===== src/rtl/pipe_pkg.sv =====
// Shared definitions for the ID/EX family of pipeline registers: default widths,
// the ID/EX payload record, the NOP encoding and the stall-counter geometry.
package pipe_pkg;

   localparam int DEF_ALUOP_W  = 8;
   localparam int DEF_ALUSEL_W = 3;
   localparam int DEF_DATA_W   = 32;
   localparam int DEF_RADDR_W  = 5;

   localparam int             STALL_W   = 16;
   localparam logic [15:0]    STALL_MAX = 16'hFFFF;

   // Field order here is also the bit order of the flattened payload vector.
   typedef struct packed {
      logic [DEF_ALUOP_W-1:0]  aluop;
      logic [DEF_ALUSEL_W-1:0] alusel;
      logic [DEF_DATA_W-1:0]   reg1;
      logic [DEF_DATA_W-1:0]   reg2;
      logic [DEF_RADDR_W-1:0]  wd;
      logic                    wreg;
   } id_ex_t;

   localparam logic [DEF_ALUOP_W-1:0]  NOP_ALUOP  = '0;
   localparam logic [DEF_ALUSEL_W-1:0] NOP_ALUSEL = '0;
   localparam logic [DEF_DATA_W-1:0]   NOP_REG1   = '0;
   localparam logic [DEF_DATA_W-1:0]   NOP_REG2   = '0;
   localparam logic [DEF_RADDR_W-1:0]  NOP_WD     = '0;
   localparam logic                    NOP_WREG   = 1'b0;

   localparam id_ex_t NOP_ID_EX = '{
      aluop:  NOP_ALUOP,
      alusel: NOP_ALUSEL,
      reg1:   NOP_REG1,
      reg2:   NOP_REG2,
      wd:     NOP_WD,
      wreg:   NOP_WREG
   };

   function automatic int payload_width(input int aluop_w, input int alusel_w,
                                        input int data_w, input int raddr_w);
      return aluop_w + alusel_w + 2 * data_w + raddr_w + 1;
   endfunction

endpackage


===== src/rtl/pipe_skid_buf.sv =====
// Generic two-entry valid/ready buffer (main + skid) with synchronous flush.
// in_ready is registered, so there is no combinational path from out_ready to in_ready.
module pipe_skid_buf #(
   parameter int W = 8
) (
   input  logic         clk,
   input  logic         rst,
   input  logic         flush,
   input  logic         in_valid,
   output logic         in_ready,
   input  logic [W-1:0] in_data,
   output logic         out_valid,
   input  logic         out_ready,
   output logic [W-1:0] out_data
);

   logic         main_valid, main_valid_d;
   logic         skid_valid, skid_valid_d;
   logic [W-1:0] main_data, main_data_d;
   logic [W-1:0] skid_data, skid_data_d;
   logic         rdy_q;
   logic         in_xfer, out_xfer;

   // Held low during reset; the register itself resets to 1 so the first
   // edge after reset release can already accept.
   assign in_ready  = rdy_q & ~rst;
   assign in_xfer   = in_valid & in_ready;
   assign out_xfer  = main_valid & out_ready;
   assign out_valid = main_valid;
   assign out_data  = main_data;

   always_comb begin
      main_valid_d = main_valid;
      skid_valid_d = skid_valid;
      main_data_d  = main_data;
      skid_data_d  = skid_data;
      if (flush) begin
         main_valid_d = 1'b0;
         skid_valid_d = 1'b0;
      end else if (out_xfer) begin
         // in_ready is low whenever skid is full, so in_xfer cannot coincide here.
         if (skid_valid) begin
            main_data_d  = skid_data;
            skid_valid_d = 1'b0;
         end else if (in_xfer) begin
            main_data_d = in_data;
         end else begin
            main_valid_d = 1'b0;
         end
      end else if (in_xfer) begin
         if (main_valid) begin
            skid_valid_d = 1'b1;
            skid_data_d  = in_data;
         end else begin
            main_valid_d = 1'b1;
            main_data_d  = in_data;
         end
      end
   end

   always_ff @(posedge clk or posedge rst) begin
      if (rst) begin
         main_valid <= 1'b0;
         skid_valid <= 1'b0;
         main_data  <= '0;
         skid_data  <= '0;
         rdy_q      <= 1'b1;
      end else begin
         main_valid <= main_valid_d;
         skid_valid <= skid_valid_d;
         main_data  <= main_data_d;
         skid_data  <= skid_data_d;
         rdy_q      <= ~skid_valid_d;
      end
   end

endmodule


===== src/rtl/id_ex_pipe.sv =====
// ID/EX pipeline register with valid/ready handshake, flush and a saturating stall counter.
// Define ID_EX_SKID_EN for a two-entry skid buffer (registered in_ready); default is one entry.
module id_ex_pipe
   import pipe_pkg::*;
#(
   parameter int ALUOP_W  = DEF_ALUOP_W,
   parameter int ALUSEL_W = DEF_ALUSEL_W,
   parameter int DATA_W   = DEF_DATA_W,
   parameter int RADDR_W  = DEF_RADDR_W
) (
   input  logic                clk,
   input  logic                rst,
   input  logic                flush,
   input  logic                clr_cnt,
   input  logic                in_valid,
   output logic                in_ready,
   input  logic [ALUOP_W-1:0]  in_aluop,
   input  logic [ALUSEL_W-1:0] in_alusel,
   input  logic [DATA_W-1:0]   in_reg1,
   input  logic [DATA_W-1:0]   in_reg2,
   input  logic [RADDR_W-1:0]  in_wd,
   input  logic                in_wreg,
   output logic                out_valid,
   input  logic                out_ready,
   output logic [ALUOP_W-1:0]  out_aluop,
   output logic [ALUSEL_W-1:0] out_alusel,
   output logic [DATA_W-1:0]   out_reg1,
   output logic [DATA_W-1:0]   out_reg2,
   output logic [RADDR_W-1:0]  out_wd,
   output logic                out_wreg,
   output logic [15:0]         stall_cnt
);

   localparam int PAY_W = payload_width(ALUOP_W, ALUSEL_W, DATA_W, RADDR_W);

   localparam logic [PAY_W-1:0] NOP_PAY = {
      ALUOP_W'(NOP_ALUOP), ALUSEL_W'(NOP_ALUSEL), DATA_W'(NOP_REG1),
      DATA_W'(NOP_REG2), RADDR_W'(NOP_WD), NOP_WREG
   };

   logic [PAY_W-1:0]   in_pay;
   logic [PAY_W-1:0]   held_pay;
   logic [PAY_W-1:0]   out_pay;
   logic               held_valid;
   logic [STALL_W-1:0] stall_q;

   assign in_pay = {in_aluop, in_alusel, in_reg1, in_reg2, in_wd, in_wreg};

`ifdef ID_EX_SKID_EN
   pipe_skid_buf #(
      .W(PAY_W)
   ) u_skid (
      .clk       (clk),
      .rst       (rst),
      .flush     (flush),
      .in_valid  (in_valid),
      .in_ready  (in_ready),
      .in_data   (in_pay),
      .out_valid (held_valid),
      .out_ready (out_ready),
      .out_data  (held_pay)
   );
`else
   logic in_xfer;
   logic out_xfer;

   // Single entry: accept when empty or when the held payload leaves this edge.
   assign in_ready = ~rst & (~held_valid | out_ready);
   assign in_xfer  = in_valid & in_ready;
   assign out_xfer = held_valid & out_ready;

   always_ff @(posedge clk or posedge rst) begin
      if (rst) begin
         held_valid <= 1'b0;
         held_pay   <= NOP_PAY;
      end else if (flush) begin
         held_valid <= 1'b0;
         held_pay   <= NOP_PAY;
      end else if (in_xfer) begin
         held_valid <= 1'b1;
         held_pay   <= in_pay;
      end else if (out_xfer) begin
         held_valid <= 1'b0;
         held_pay   <= NOP_PAY;
      end
   end
`endif

   // EX must never see stale operands on a bubble.
   assign out_pay   = held_valid ? held_pay : NOP_PAY;
   assign out_valid = held_valid;
   assign {out_aluop, out_alusel, out_reg1, out_reg2, out_wd, out_wreg} = out_pay;

   always_ff @(posedge clk or posedge rst) begin
      if (rst) begin
         stall_q <= '0;
      end else if (clr_cnt) begin
         stall_q <= '0;
      end else if (held_valid && !out_ready && stall_q != STALL_MAX) begin
         stall_q <= stall_q + 16'd1;
      end
   end

   assign stall_cnt = stall_q;

endmodule


===== config.mk =====
export PLATFORM = sky130hd
export DESIGN_NAME = id_ex_pipe
export DESIGN_NICKNAME = d
export VERILOG_FILES = /design/src/rtl/pipe_pkg.sv /design/src/rtl/pipe_skid_buf.sv /design/src/rtl/id_ex_pipe.sv
export SDC_FILE = /design/constraint.sdc
export NUM_CORES = 1
export LEC_CHECK = 0
export CORE_ASPECT_RATIO = 0.8
export CORE_MARGIN = 8
export CORE_UTILIZATION = 35
export CTS_BUF_LIST = sky130_fd_sc_hd__clkbuf_8 sky130_fd_sc_hd__clkbuf_16
export DETAILED_ROUTE_END_ITERATION = 8
export PLACE_DENSITY = 0.65
export SETUP_SLACK_MARGIN = 0.3
export SLEW_MARGIN = 10
export SYNTH_ARGS = -nofsm -noshare
export SYNTH_HDL_FRONTEND = slang
export SYNTH_SLANG_ARGS = --single-unit

===== constraint.sdc =====
create_clock -name clk -period 4 [get_ports clk]
set_input_delay 0.4 -clock clk [delete_from_list [all_inputs] [get_ports clk]]
set_output_delay 0.4 -clock clk [all_outputs]
set_load 0.02 [all_outputs]

==> metrics.md <==
| Metric | Value |
|---|---|
| Outcome | `finished, final reports clean` |
| GRT met3 Usage | `a little under 7%` |
| GR Util All Layers | `15.8%` |
| DR pass1 iterations | `4` |
| Clock Tree Buf Depth | `2` |
| Initial detailed-routing violation count | `208` |
| Tot Pwr | `2.15 mW` |
| Global-route wire length before repair | `20400 um` |
| CTS tree | `yes` |
| Initial Utilization | `about 36%` |
| Clk_lat worst skew | `between 0.3 and 0.4 ns` |
| PD cells | `325 mW/mm^2` |
| Final wirelength | `12800 um` |
| Routed Antenna Nets | `0` |
| Maximum clock frequency | `346 MHz` |
| Register area | `between 0.002 and 0.0025 sq mm` |
| Vias in the first global route | `3708` |
| Congestion Overflow GR | `0` |
| Final cell count without fillers | `703` |
| Slew margin rel. | `37.2%` |
| Vias | `approximately 3600` |
| Crit. End Element | `output port` |
| Number of remaining DRC errors | `0` |
| Vias/cell | `approximately 5.2` |
| Setup crit start kind | `register` |
| Yosys warning count | `0` |
| Final Max Slew Viols | `0` |
| VDD IR max | `0.201 mV` |
| Post-CTS sizing | `0` |
| Cells after synthesis | `374` |
| Largest net degree at the start of global routing | `83` |
| Syn Nets | `462` |
| Floorplan Core Area | `~0.012 sq mm` |
| Die X | `140 um` |
| Buffer count from post-CTS setup fixing | `0` |
| Antenna violations before repair | `0` |
| Post-Syn Area per Cell | `between 10 and 15 sq um` |
| Max Clock Skew | `0.00597 ns` |
| Met2 Use GR | `about a quarter` |
| Slew at the pin closest to its max-slew limit | `0.942 ns` |
| Worst Path Max Fanout | `67` |
| Placed Cells | `between 600 and 700` |
| CP top delay family | `flip-flops` |
| Hpwl dp | `8890 um` |
| CP max stage cell | `dfrtp_2` |
| N_diodes | `0` |
| H-tree Lvls | `3` |
| Setup CP Type | `reg -> out` |
| Row Count | `36` |
| RSZ-0062 raised after global routing | `no` |
| CP Data Arrival Time | `2.49 ns` |
| Area grow syn2layout | `52.6%` |
| Endpoints failing setup | `0` |
| Cts bufs inserted | `9` |
| Max-Cap Viols | `0` |
| Most frequent cells in the layout | `185 x clkdlybuf4s50_1, 97 x dfrtp_1, 82 x and2_1` |
| Min-Delay Path Class | `reg -> reg` |
| Netlist cell types | `38` |
| Minimum clock period | `a little under 3 ns` |
| Die outline height | `~120 um` |
| Routability cong. | `0.736` |
| Critical path's largest stage delay | `about 1 ns` |
| Placed cell areas | `0.00632 sq mm` |
| Most common cell after layout, fill and taps aside | `clkdlybuf4s50_1` |
| Hold Vio Cnt, Final | `0` |
| Critical Path, Cell by Cell | `nor2b_1 -> nor2_1 -> clkdlybuf4s50_1` |
| R2r setup slk | `about 1.4 ns` |
| Multi-input gate area | `0.00176 sq mm` |
| Filler instances | `1073` |
| Period utilization | `72.3%` |
| Final worst slack | `1.11 ns` |
| Drt wl/cell | `~18 um` |
| Sequential area share after synthesis | `approximately 57%` |
| CTS sink cnt | `98` |
| Clock root cell | `clkbuf_16` |
| Mapped cell area | `0.00433 sq mm` |
| Most Used Layer, Global Route | `met2` |
| Worst Hold Slack | `0.499 ns` |
| Buf/Inv on CP | `1` |
| Final Cell Area | `approximately 0.0066 sq mm` |
| Grt met1 use | `20.2%` |
| Register bit total from synthesis | `98` |
| Pre-CTS setup slack | `between 1 and 1.5 ns` |
| Hold Buf Count CTS | `0` |
| Static Leak | `2.83 nW` |
| Setup TNS | `0 ns` |
| Data required, critical path | `3.60 ns` |
| Share of layout cells above drive strength 1 | `5.63%` |
| Die area | `0.0162 sq mm` |
| Worst-path clk slew | `0.07 ns` |
| Final nets | `634` |
| IO Pins | `between 150 and 200` |
| Final core utilization | `54.6%` |
| Buffers on Ports | `185` |
==> worst paths after layout <==
check / from / endpoint / depth (start not counted)
max in group asynchronous: rst / held_pay[11] / 3
worst max-delay path: out_valid / in_ready / 3
worst min register to register: held_pay[80] / held_pay[80] / 1
worst max register to register: out_valid / stall_cnt[7] / 4
worst min-delay path: held_pay[80] / held_pay[80] / 1
min in group asynchronous: rst / stall_cnt[14] / 2
==> sequential cells by signal, indices dropped and copies added (netlist names) <==
| register | flops |
|---|---|
| held_pay | 81 |
| stall_cnt | 16 |
| out_valid | 1 |
==> cells in the mapped netlist <==
cell | n | area share (%)
a21oi_1 | 13 | 1.5
a221oi_2 | 1 | 0.35
a22o_1 | 81 | 16
a311oi_1 | 1 | 0.20
a31oi_1 | 1 | 0.14
and2_1 | 82 | 12
and4_1 | 1 | 0.20
and4bb_1 | 1 | 0.29
buf_1 | 1 | 0.087
buf_2 | 9 | 1.0
clkbuf_1 | 20 | 1.7
dfrtp_1 | 98 | 57
ha_1 | 1 | 0.29
inv_1 | 3 | 0.26
mux2_1 | 1 | 0.26
mux2i_1 | 1 | 0.23
nand2_1 | 4 | 0.35
nand2b_1 | 3 | 0.43
nand3_1 | 2 | 0.23
nand3_2 | 1 | 0.23
nand3b_1 | 1 | 0.17
nand4_1 | 4 | 0.58
nand4_2 | 1 | 0.29
nor2_1 | 8 | 0.69
nor2b_1 | 3 | 0.43
nor3_1 | 4 | 0.46
nor3_2 | 1 | 0.23
nor4_1 | 1 | 0.14
nor4b_1 | 1 | 0.20
o21ai_0 | 4 | 0.46
o21bai_1 | 1 | 0.17
o31ai_1 | 4 | 0.69
o41ai_1 | 3 | 0.61
or2_2 | 1 | 0.14
or3_1 | 7 | 1.0
or3_4 | 1 | 0.26
or4_1 | 2 | 0.35
or4b_1 | 2 | 0.46
==> cell families (layout without fill, tap and decap cells) <==
family | after synthesis | count (layout) | share of synthesized area [%]
muxes | 2 | 2 | 0.491
adders and majority gates | 1 | 1 | 0.289
buffers and inverters | 33 | 210 | 3.12
DFF | 98 | 98 | 56.6
AOI/OAI and AO/OA | 109 | 109 | 20.5
and+or+nand+nor | 131 | 131 | 19.0
==> layout make-up <==
type	count	area share (%)
Multi-Input combinational cell	243	26.7
Sequential cell	98	37.1
Clock inverter	6	0.870
Tap cell	152	2.88
Inverter	3	0.208
Clock buffer	10	3.61
Timing Repair Buffer	191	28.7
==> power breakdown <==
part           leakage [nW]  total [mW]  switching [mW]  internal, mW
combinational          1.34       0.240           0.106         0.133
sequential             1.34        1.06          0.0287          1.03
clock                 0.147       0.851           0.398         0.453
==> routing by layer <==
| metal | up-vias | share of wire (%) | routed length, um |
|---|---|---|---|
| met5 | - | 0 | 0 |
| met4 | 0 | 1.5 | 198 |
| met3 | 16 | 9.7 | 1240 |
| met2 | 123 | 45 | 5790 |
| met1 | 1785 | 44 | 5600 |
| li1 | 1706 | - | - |
(Power assumes the default switching activity.)
